File: src/rtl/mprjram_pkg.sv
// Shared types and constants for the user-project BRAM (mprjram) arbiter.
//   arb_state_e : arbiter FSM state (ARB = free round-robin, LOCKED = burst owner)
//   rd_tag_t    : read-return tag carried down the read-latency pipe
//   MPRJRAM_ADDR_W / MPRJRAM_DATA_W : default BRAM geometry (1024 x 32b)
package mprjram_pkg;

  localparam int MPRJRAM_ADDR_W = 10;
  localparam int MPRJRAM_DATA_W = 32;

  // Tag index width covers up to 16 requesters.
  localparam int TAG_IDX_W = 4;

  typedef enum logic {
    ARB    = 1'b0,
    LOCKED = 1'b1
  } arb_state_e;

  typedef struct packed {
    logic                 valid;
    logic [TAG_IDX_W-1:0] idx;
  } rd_tag_t;

endpackage

File: src/rtl/mprjram_arbiter_rr_pick.sv
// rr_pick: rotating first-one finder.
//   req    : request vector
//   ptr    : index where the search starts (search order ptr, ptr+1, ... mod N)
//   onehot : one-hot of the chosen request (all zero if none)
//   idx    : index of the chosen request
//   any    : at least one request present
module rr_pick #(
  parameter int N     = 3,
  parameter int IDX_W = (N > 1) ? $clog2(N) : 1
) (
  input  logic [N-1:0]     req,
  input  logic [IDX_W-1:0] ptr,
  output logic [N-1:0]     onehot,
  output logic [IDX_W-1:0] idx,
  output logic             any
);

  function automatic int wrap(input int a);
    return a % N;
  endfunction

  always_comb begin
    onehot = '0;
    idx    = '0;
    any    = 1'b0;
    for (int i = 0; i < N; i++) begin
      if (!any && req[wrap(int'(ptr) + i)]) begin
        any                            = 1'b1;
        idx                            = IDX_W'(wrap(int'(ptr) + i));
        onehot[wrap(int'(ptr) + i)]    = 1'b1;
      end
    end
  end

endmodule

File: src/rtl/mprjram_arbiter.sv
// mprjram_arbiter: shares the single-port user-project BRAM between N_REQ
// requesters (port 0 = Wishbone/CPU, others = hardware engines).
//
// Handshake: req_i[k] is a request; it is accepted in the cycle gnt_o[k] is 1.
// The requester holds req_i/we_i/addr_i/wdata_i stable until that cycle; the
// BRAM access is issued in the same cycle (gnt is combinational). Dropping
// req_i before a grant withdraws the request. Reads return on rvalid_o[k]
// with rdata_o exactly READ_LAT cycles after the grant.
//
// Ports:
//   wb_clk_i, wb_rst_n          clock, synchronous active-low reset
//   req_i, lock_i               per-requester request / keep-ownership
//   we_i, addr_i, wdata_i       per-requester packed access fields (port 0 in LSBs)
//   gnt_o, rvalid_o, rdata_o    grant, read-return valid, shared read data
//   bram_en/we/addr/wdata/rdata BRAM interface
//   lock_abort                  one-cycle pulse when a lock is cut at LOCK_MAX
//   dbg_state, dbg_rr_ptr       FSM state and round-robin pointer
//
// Build option: MPRJRAM_ARB_CPU_PRIO_EN gives port 0 absolute priority in ARB
// (no preemption of LOCKED, CPU grants leave rr_ptr untouched).
module mprjram_arbiter
  import mprjram_pkg::*;
#(
  parameter int N_REQ    = 3,
  parameter int ADDR_W   = MPRJRAM_ADDR_W,
  parameter int DATA_W   = MPRJRAM_DATA_W,
  parameter int READ_LAT = 1,
  parameter int LOCK_MAX = 16,
  parameter int PTR_W    = (N_REQ > 1) ? $clog2(N_REQ) : 1
) (
  input  logic                      wb_clk_i,
  input  logic                      wb_rst_n,
  input  logic [N_REQ-1:0]          req_i,
  input  logic [N_REQ-1:0]          lock_i,
  input  logic [N_REQ*DATA_W/8-1:0] we_i,
  input  logic [N_REQ*ADDR_W-1:0]   addr_i,
  input  logic [N_REQ*DATA_W-1:0]   wdata_i,
  output logic [N_REQ-1:0]          gnt_o,
  output logic [N_REQ-1:0]          rvalid_o,
  output logic [DATA_W-1:0]         rdata_o,
  output logic                      bram_en,
  output logic [DATA_W/8-1:0]       bram_we,
  output logic [ADDR_W-1:0]         bram_addr,
  output logic [DATA_W-1:0]         bram_wdata,
  input  logic [DATA_W-1:0]         bram_rdata,
  output logic                      lock_abort,
  output arb_state_e                dbg_state,
  output logic [PTR_W-1:0]          dbg_rr_ptr
);

  localparam int SW    = DATA_W / 8;
  localparam int CNT_W = $clog2(LOCK_MAX + 1);

  arb_state_e        state_q, state_d;
  logic [PTR_W-1:0]  rr_ptr_q, rr_ptr_d;
  logic [PTR_W-1:0]  owner_q, owner_d;
  logic [CNT_W-1:0]  lock_cnt_q, lock_cnt_d;
  logic              abort_d;
  rd_tag_t           pipe_q [READ_LAT];

  logic [N_REQ-1:0]  owner_mask, cand_req, pick_oh;
  logic [PTR_W-1:0]  pick_idx, gnt_idx;
  logic              pick_any, cpu_win, gnt_any;
  rd_tag_t           tail;

  function automatic logic [PTR_W-1:0] next_idx(input logic [PTR_W-1:0] k);
    return (int'(k) == N_REQ - 1) ? '0 : k + PTR_W'(1);
  endfunction

  // While LOCKED only the owner is a candidate.
  always_comb begin
    for (int k = 0; k < N_REQ; k++) owner_mask[k] = (owner_q == PTR_W'(k));
    cand_req = (state_q == LOCKED) ? (req_i & owner_mask) : req_i;
  end

  rr_pick #(.N(N_REQ), .IDX_W(PTR_W)) u_pick (
    .req    (cand_req),
    .ptr    (rr_ptr_q),
    .onehot (pick_oh),
    .idx    (pick_idx),
    .any    (pick_any)
  );

  // Grant and BRAM request; held off during reset so nothing reaches the BRAM.
  always_comb begin
`ifdef MPRJRAM_ARB_CPU_PRIO_EN
    cpu_win = (state_q == ARB) && req_i[0];
`else
    cpu_win = 1'b0;
`endif
    gnt_any    = wb_rst_n && (cpu_win || pick_any);
    gnt_idx    = cpu_win ? '0 : pick_idx;
    gnt_o      = '0;
    if (gnt_any) gnt_o = cpu_win ? N_REQ'(1) : pick_oh;
    bram_en    = gnt_any;
    bram_we    = gnt_any ? we_i[int'(gnt_idx)*SW +: SW] : '0;
    bram_addr  = addr_i[int'(gnt_idx)*ADDR_W +: ADDR_W];
    bram_wdata = wdata_i[int'(gnt_idx)*DATA_W +: DATA_W];
  end

  // Next-state logic.
  always_comb begin
    state_d    = state_q;
    rr_ptr_d   = rr_ptr_q;
    owner_d    = owner_q;
    lock_cnt_d = lock_cnt_q;
    abort_d    = 1'b0;
    case (state_q)
      ARB: begin
        if (gnt_any) begin
          if (!cpu_win) rr_ptr_d = next_idx(gnt_idx);
          if (lock_i[gnt_idx]) begin
            // With LOCK_MAX == 1 the first grant already exhausts the lock.
            if (LOCK_MAX == 1) begin
              abort_d = 1'b1;
            end else begin
              state_d    = LOCKED;
              owner_d    = gnt_idx;
              lock_cnt_d = CNT_W'(1);
            end
          end
        end
      end
      LOCKED: begin
        if (gnt_any) begin
          if (!lock_i[owner_q]) begin
            state_d    = ARB;
            rr_ptr_d   = next_idx(owner_q);
            lock_cnt_d = '0;
          end else if (lock_cnt_q == CNT_W'(LOCK_MAX - 1)) begin
            state_d    = ARB;
            rr_ptr_d   = next_idx(owner_q);
            lock_cnt_d = '0;
            abort_d    = 1'b1;
          end else begin
            lock_cnt_d = lock_cnt_q + CNT_W'(1);
          end
        end else if (!lock_i[owner_q]) begin
          state_d    = ARB;
          rr_ptr_d   = next_idx(owner_q);
          lock_cnt_d = '0;
        end
      end
      default: state_d = ARB;
    endcase
  end

  always_ff @(posedge wb_clk_i) begin
    if (!wb_rst_n) begin
      state_q    <= ARB;
      rr_ptr_q   <= '0;
      owner_q    <= '0;
      lock_cnt_q <= '0;
      lock_abort <= 1'b0;
      for (int i = 0; i < READ_LAT; i++) pipe_q[i] <= '0;
    end else begin
      state_q    <= state_d;
      rr_ptr_q   <= rr_ptr_d;
      owner_q    <= owner_d;
      lock_cnt_q <= lock_cnt_d;
      lock_abort <= abort_d;
      // Every cycle pushes a tag; writes and idle cycles push a null tag.
      pipe_q[0].valid <= gnt_any && (bram_we == '0);
      pipe_q[0].idx   <= TAG_IDX_W'(gnt_idx);
      for (int i = 1; i < READ_LAT; i++) pipe_q[i] <= pipe_q[i-1];
    end
  end

  always_comb begin
    tail = pipe_q[READ_LAT-1];
    for (int k = 0; k < N_REQ; k++)
      rvalid_o[k] = tail.valid && (tail.idx == TAG_IDX_W'(k));
    rdata_o = tail.valid ? bram_rdata : '0;
  end

  assign dbg_state  = state_q;
  assign dbg_rr_ptr = rr_ptr_q;

endmodule

File: config.mk
export PLATFORM = sky130hd
export DESIGN_NAME = mprjram_arbiter
export DESIGN_NICKNAME = d
export VERILOG_FILES = /design/src/rtl/mprjram_pkg.sv /design/src/rtl/mprjram_arbiter_rr_pick.sv /design/src/rtl/mprjram_arbiter.sv
export SDC_FILE = /design/constraint.sdc
export NUM_CORES = 1
export LEC_CHECK = 0
export BUFFER_PORTS_ARGS = -buffer_cell sky130_fd_sc_hd__buf_4
export CORE_AREA = 4 4 101 103
export DETAILED_ROUTE_END_ITERATION = 10
export DIE_AREA = 0 0 105 107
export SLEW_MARGIN = 0
export SYNTH_ARGS = -nofsm -noshare
export SYNTH_HDL_FRONTEND = slang
export SYNTH_SLANG_ARGS = --single-unit
File: constraint.sdc
create_clock -name wb_clk_i -period 6.7 [get_ports wb_clk_i]
set_clock_uncertainty 0.1 [all_clocks]
set_input_delay 0.335 -clock wb_clk_i [delete_from_list [all_inputs] [get_ports wb_clk_i]]
set_output_delay 0.335 -clock wb_clk_i [all_outputs]
set_load 0.01 [all_outputs]
==> metrics.txt, run 1 <==
global-route usage over all layers=19.3%; share of the synthesized area in the top cell type=17.7%; PwrDens=approximately 360 mW/mm2; PostCTS Resize Cnt=0; worst vdd ir=about 0.17 mV; Final GP Congestion=around 0.85; drt first-iter violations=170; fill cell count=957; CP Launch Type=flip-flop; Power Total=1.52 mW; Non-Filler Instances=706; DR WL/cell=17.3 um; GRT overflow=0; Root Driver=clkbuf_8; Initial Util=between 20% and 30%; Fmax=245 MHz; hold bufs inserted after CTS=0; drt drc=0; share of layout cells above drive strength 1=46.6%; YS warnings=0; Synth cell types=51; Rows=35; fraction of registers with async set/reset=0%; setup_tns=0 ns; clk_lat worst skew=0.26 ns; number of iterations in the first detailed-routing pass=4; Die Ht=107 um; Placeable Area=0.00920 mm2; top-count cell post-synth=nand2_1; Post-CTS Setup Inserts=0; worst rel slew slack=30.1%; Antenna Cells=0; EDFF count, synth=0; Port Buffers=266; NumNets Final=779; status=completed; synth cell count leaders=nand2_1, a22oi_1, and2_1, clkbuf_1, nor2_1; cell count of the worst hold path=3; endpoints failing hold=0; CTS buffer count=3; Worst Path Required=6.26 ns; Worst Tran Pin Value=1.05 ns; Final ANT Viol Nets=0; Syn Area/Cell=6.17 um2; top cells by area, synth=nand2_1, a22oi_1, dfxtp_1; routed wire length=12200 um; Netlist Area Pre-Place=0.00217 mm2; # clock sinks=14; die area=between 0.01 and 0.015 mm2; Placed Cells=about 700; Die Span X=105 um; minimum clock period=slightly above 4 ns; Max Slew Vio Count=0; DR vias=3544; top_reg_cell synth=dfxtp_1; first-pass GRT wire length=17600 um; setup violators final=0; pin count of the biggest net entering global routing=between 50 and 60; sequential area share after synthesis=between 10% and 20%; crit path DAT=approximately 3.7 ns; Syn Inst Count=about 350; RSZ-0062 raised after global routing=false; vias in the first global route=3367; CP endpoint kind=output port; clk buf depth=2; critical path peak fanout=50; max cap viols=0; post-DR vias/cell=5.02; Final period util=roughly 60%; leak pwr=2.25 nW; Yosys reg bits=14; H-tree levels=1; detailed placer's ending HPWL=9990 um; Placement Cell Area=0.00418 mm2; clock-pin transition on the worst setup and hold timing paths=about 0.070 ns; area grow syn2layout=95.6%; Final Cell Area=0.00424 mm2; worst min path class=input port to flip-flop; initial antenna violation count=0; Crit Path Class=flip-flop to output port; FF-to-FF path depth=8; Synth area leader=nand2_1; Synth Net Count=approximately 530; CTS tree=done; IO Pins=267
stage by stage:
step                hold WS [ns]  setup WS, ns  util (%)
floorplan                  0.324          3.98         -
global placement           0.351          3.00      45.5
detailed placement         0.353          2.89      45.5
CTS                        0.288          2.62      46.1
global route               0.313          2.25      46.1
finish                     0.289          2.61      46.1
layer usage:
metal	track usage, %	routed length [um]	up-vias
met5	0	0	-
met4	1.31	30	0
met3	4.82	1070	2
met2	32.8	6110	165
met1	25.7	5030	1644
li1	-	-	1733
power breakdown:
part	internal (mW)	switching, mW	total (mW)	leakage (nW)
combinational	0.586	0.717	1.30	2.11
sequential	0.101	0.0319	0.133	0.114
clock	0.0522	0.0340	0.0862	0.0288
total	0.739	0.783	1.52	2.25
cells in the final DEF, fill, tap and decap left out, drive strengths merged, types with 4 or more instances in the layout:
cell	Yosys	layout
a21oi	12	12
clkbuf	16	4
buf	10	266
a22oi	42	42
dfxtp	14	14
o21ai	15	15
nand3	10	10
ha	5	5
nor2	16	16
nand2	102	102
nand2b	4	4
and2	35	35
inv	9	9
mux2i	6	6
cell type report:
class | instances | area (um2) | share of cell area [%]
Clock buffer | 4 | 55.1 | 1.30
Inverter | 9 | 33.8 | 0.797
Multi-Input combinational cell | 302 | 1730 | 40.9
Sequential cell | 14 | 280 | 6.61
Tap cell | 111 | 139 | 3.28
Timing Repair Buffer | 266 | 2000 | 47.1
sequential cells by signal (all words and copies together) (netlist names):
register    count
dbg_rr_ptr      2
pipe_q          3
dbg_state       1
lock_cnt_q      5
lock_abort      1
owner_q         2
path summary, 6_finish.rpt:
kind	startpoint	to	slack, ns
setup / recovery	dbg_rr_ptr[0]	bram_we[0]	2.61
hold / removal	wb_rst_n	pipe_q[0][1]	0.29
setup reg to reg	dbg_rr_ptr[0]	pipe_q[0][2]	3.11
hold reg to reg	lock_cnt_q[4]	lock_abort	0.37
logic make-up (layout without fill, tap and decap cells):
family	count (synthesis)	in the layout	synth area share (%)
DFF	14	14	12.9
buffers and inverters	35	279	7.33
and+or+nand+nor	191	191	42.1
AOI/OAI and AO/OA	99	99	31.5
adders and majority gates	5	5	2.89
xor gates and xnor gates	1	1	0.404
muxes	6	6	2.77
critical path, cell delays in order (launching register included):
cell and delay (ns):
dfxtp_1 0.41, inv_1 0.08, ha_1 0.54, and2_1 0.24, a32oi_1 0.09, and3_2 0.57
nor2_4 0.94, a21oi_1 0.22, nor2_1 0.15, buf_4 0.14
No activity file was read; power rests on OpenSTA's default activity.
==> run 2: changes to the inputs <==
--- a/config.mk
+++ b/config.mk
@@ -5,10 +5,11 @@
 export SDC_FILE = /design/constraint.sdc
 export NUM_CORES = 1
 export LEC_CHECK = 0
+export ABC_AREA = 1
 export BUFFER_PORTS_ARGS = -buffer_cell sky130_fd_sc_hd__buf_4
-export CORE_AREA = 4 4 101 103
+export CORE_AREA = 4 4 102 104
 export DETAILED_ROUTE_END_ITERATION = 10
-export DIE_AREA = 0 0 105 107
+export DIE_AREA = 0 0 106 108
 export SLEW_MARGIN = 0
 export SYNTH_ARGS = -nofsm -noshare
 export SYNTH_HDL_FRONTEND = slang
==> constraint.sdc (replaced) <==
create_clock -name wb_clk_i -period 3.8 [get_ports wb_clk_i]
set_clock_uncertainty 0.1 [all_clocks]
set_input_delay 0.19 -clock wb_clk_i [delete_from_list [all_inputs] [get_ports wb_clk_i]]
set_output_delay 0.19 -clock wb_clk_i [all_outputs]
set_load 0.01 [all_outputs]
==> run 2 against run 1 <==
Net effect:
- core utilization fell by 0.39 points
- cell count up 18%
- combinational power rose to 3.2 times the previous value
- critical path type unchanged
- largest cell class unchanged
- highest routed layer unchanged
==> metrics.txt, run 2 <==
CTS buffer count=3 (unchanged); number of iterations in the first detailed-routing pass=4 (unchanged); worst min path class=input port to flip-flop; met2 usage=38.1% (+5.3 points); Worst Tran Pin Value=0.522 ns (-0.524 ns); Crit Path Class=flip-flop to output port; CP Launch Type=flip-flop; GR Util met3=5.19% (+0.38 points); pre-CTS setup slack=0.924 ns (-1.96 ns); Max Slew Vio Count=0 (unchanged); share of layout cells above drive strength 1=43.3% (-3.3 points); top_reg_cell synth=dfxtp_1; leak pwr=2.61 nW (+16%); Final period util=82.8%; die area=0.0114 mm2 (+1.9%); Biggest register=lock_cnt_q; Die Span X=106 um (+0.95%); Syn Area/Cell=5.02 um2 (-19%); Root Driver=clkbuf_8; area grow syn2layout=96.7%; Final ANT Viol Nets=0 (unchanged); DR vias=3713 (+4.8%); IO Pins=267 (unchanged); GRT overflow=0 (unchanged); RSZ-0062 raised after global routing=false; drt first-iter violations=259 (+52%); Placeable Area=0.00955 mm2 (+3.8%); setup violators final=0 (unchanged); worst rel slew slack=65.2% (+35 points); share of the synthesized area in the top cell type=35.2% (+18 points); Initial Util=23.2% (-0.33 points); Netlist Area Pre-Place=0.00222 mm2 (+2.4%); vias in the first global route=3609 (+7.2%); initial antenna violation count=0 (unchanged); max cap viols=0 (unchanged); grt peak-use layer=met2; Final WS setup=0.652 ns (-1.96 ns); routed wire length=12400 um (+1.7%); Yosys reg bits=14 (unchanged); fraction of registers with async set/reset=0% (unchanged); most frequent cells in the layout=buf_4, nand2_1, nand3_1; Port Buffers=266 (unchanged); # clock sinks=14 (unchanged); Rows=36 (+2.9%); H-tree levels=1 (unchanged); detailed placer's ending HPWL=10700 um (+6.6%); Synth Net Count=625 (+17%); reg2reg start=dbg_rr_ptr[0]; crit path DAT=2.86 ns (-0.79 ns); post-DR vias/cell=4.47 (-11%); CTS tree=done; global-route usage over all layers=19.8% (+0.47 points); Syn Inst Count=442 (+26%); NumNets Final=882 (+13%); DR WL/cell=15.0 um (-14%); setup_tns=0 ns (unchanged); top cells by area, synth=nand2_1, nand3_1, dfxtp_1; pin count of the biggest net entering global routing=50 (-5.7%); CP endpoint kind=output port; clk buf depth=2 (unchanged); Synth area leader=nand2_1; synth cell count leaders=nand2_1, nand3_1, inv_1, a21oi_1, dfxtp_1; clk_lat worst skew=0.25 ns (about the same); clock-pin transition on the worst setup and hold timing paths=0.06 ns (about the same); most common cell after layout, fill and taps aside=buf_4; Antenna Cells=0 (unchanged); Final GP Congestion=0.917 (+7.5%); critical path peak fanout=49 (-2.0%); met1 Track Usage GR=21.6% (-4.1 points); sequential area share after synthesis=12.6% (-0.30 points); PwrDens=1030 mW/mm2 (+190%); first-pass GRT wire length=18300 um (+4.1%); Power Total=4.48 mW (+190%); EDFF count, synth=0 (unchanged); Top Registers=lock_cnt_q: 5 flops, pipe_q: 3 flops; worst vdd ir=0.682 mV (+300%); Fmax=318 MHz; endpoints failing hold=0 (unchanged); drt drc=0 (unchanged); Die Ht=108 um (+0.93%); Post-CTS Setup Inserts=0 (unchanged); hold bufs inserted after CTS=0 (unchanged); YS warnings=0 (unchanged); max FFs per register=5 (unchanged); PostCTS Resize Cnt=0 (unchanged); Worst Path Required=3.51 ns (-2.75 ns); crit path from=dbg_rr_ptr[0]; Placement Cell Area=0.00431 mm2 (+3.0%); Hold Startpoint=wb_rst_n; Final Cell Area=0.00436 mm2 (+3.0%); top-count cell post-synth=nand2_1; Synth cell types=28 (-45%); minimum clock period=~3.1 ns; status=completed
==> run 2: cell count changes in the layout (fill, tap and decap cells not counted), moves of 6 or more <==
cell and delta:
o21ai_0 -9, and2_1 -35, nand2_1 +106, a22oi_1 -42, mux2i_1 -6, nand2_2 +9
inv_1 +46, nand3_1 +61
==> run 2: cell type report <==
cell class | instances | area [um2]
Clock buffer | 4 | 55.1
Fill cell | 1054 | 5180
Inverter | 59 | 224
Multi-Input combinational cell | 350 | 1600
Sequential cell | 14 | 280
Tap cell | 133 | 166
Timing Repair Buffer | 271 | 2030
==> run 2: final timing paths <==
| kind | endpoint | slack (ns) | cells after the start |
|---|---|---|---|
| hold / removal | lock_cnt_q[0] | 0.11 | 3 |
| hold reg to reg | lock_cnt_q[4] | 0.34 | 2 |
| setup / recovery | bram_we[2] | 0.65 | 12 |
| setup reg to reg | lock_cnt_q[0] | 0.90 | 16 |
==> run 2: critical path: stages (launching register included) <==
cell	delay, ns
dfxtp_1	0.38
inv_1	0.09
ha_1	0.40
inv_1	0.14
nand3_1	0.11
nand3_1	0.07
nand2_1	0.13
nand4_1	0.18
nand2_2	0.14
buf_4	0.45
nand2_1	0.15
a31oi_1	0.21
buf_4	0.16
==> run 2: routing by layer <==
metal / up-vias / routed length [um]
met5: - / 0
met4: 0 / 232
met3: 19 / 1070
met2: 165 / 6700
met1: 1644 / 4440
li1: 1885 / -
==> run 2: per-stage QoR <==
step           utilization (%)  hold WS (ns)  std cells
6_report                  45.7         0.110        831
3_5_place_dp              45.1         0.331        827
4_1_cts                   45.7         0.109        831
3_3_place_gp              45.1         0.326        827
2_1_floorplan                -         0.211        442
5_1_grt                   45.7         0.125        831
==> run 2: where the power goes <==
group / internal, mW / switching, mW
Clock: 0.0918 / 0.0540
Combinational: 1.70 / 2.41
Sequential: 0.182 / 0.0411
Total: 1.98 / 2.50
==> run 2: cells by family (layout without fill, tap and decap cells) <==
group | Yosys count | in the layout | synth area share (%)
and+or+nand+nor | 318 | 318 | 62.3
DFF | 14 | 14 | 12.6
AOI/OAI and AO/OA | 27 | 27 | 6.94
adders and majority gates | 5 | 5 | 2.82
buffers and inverters | 78 | 334 | 15.3
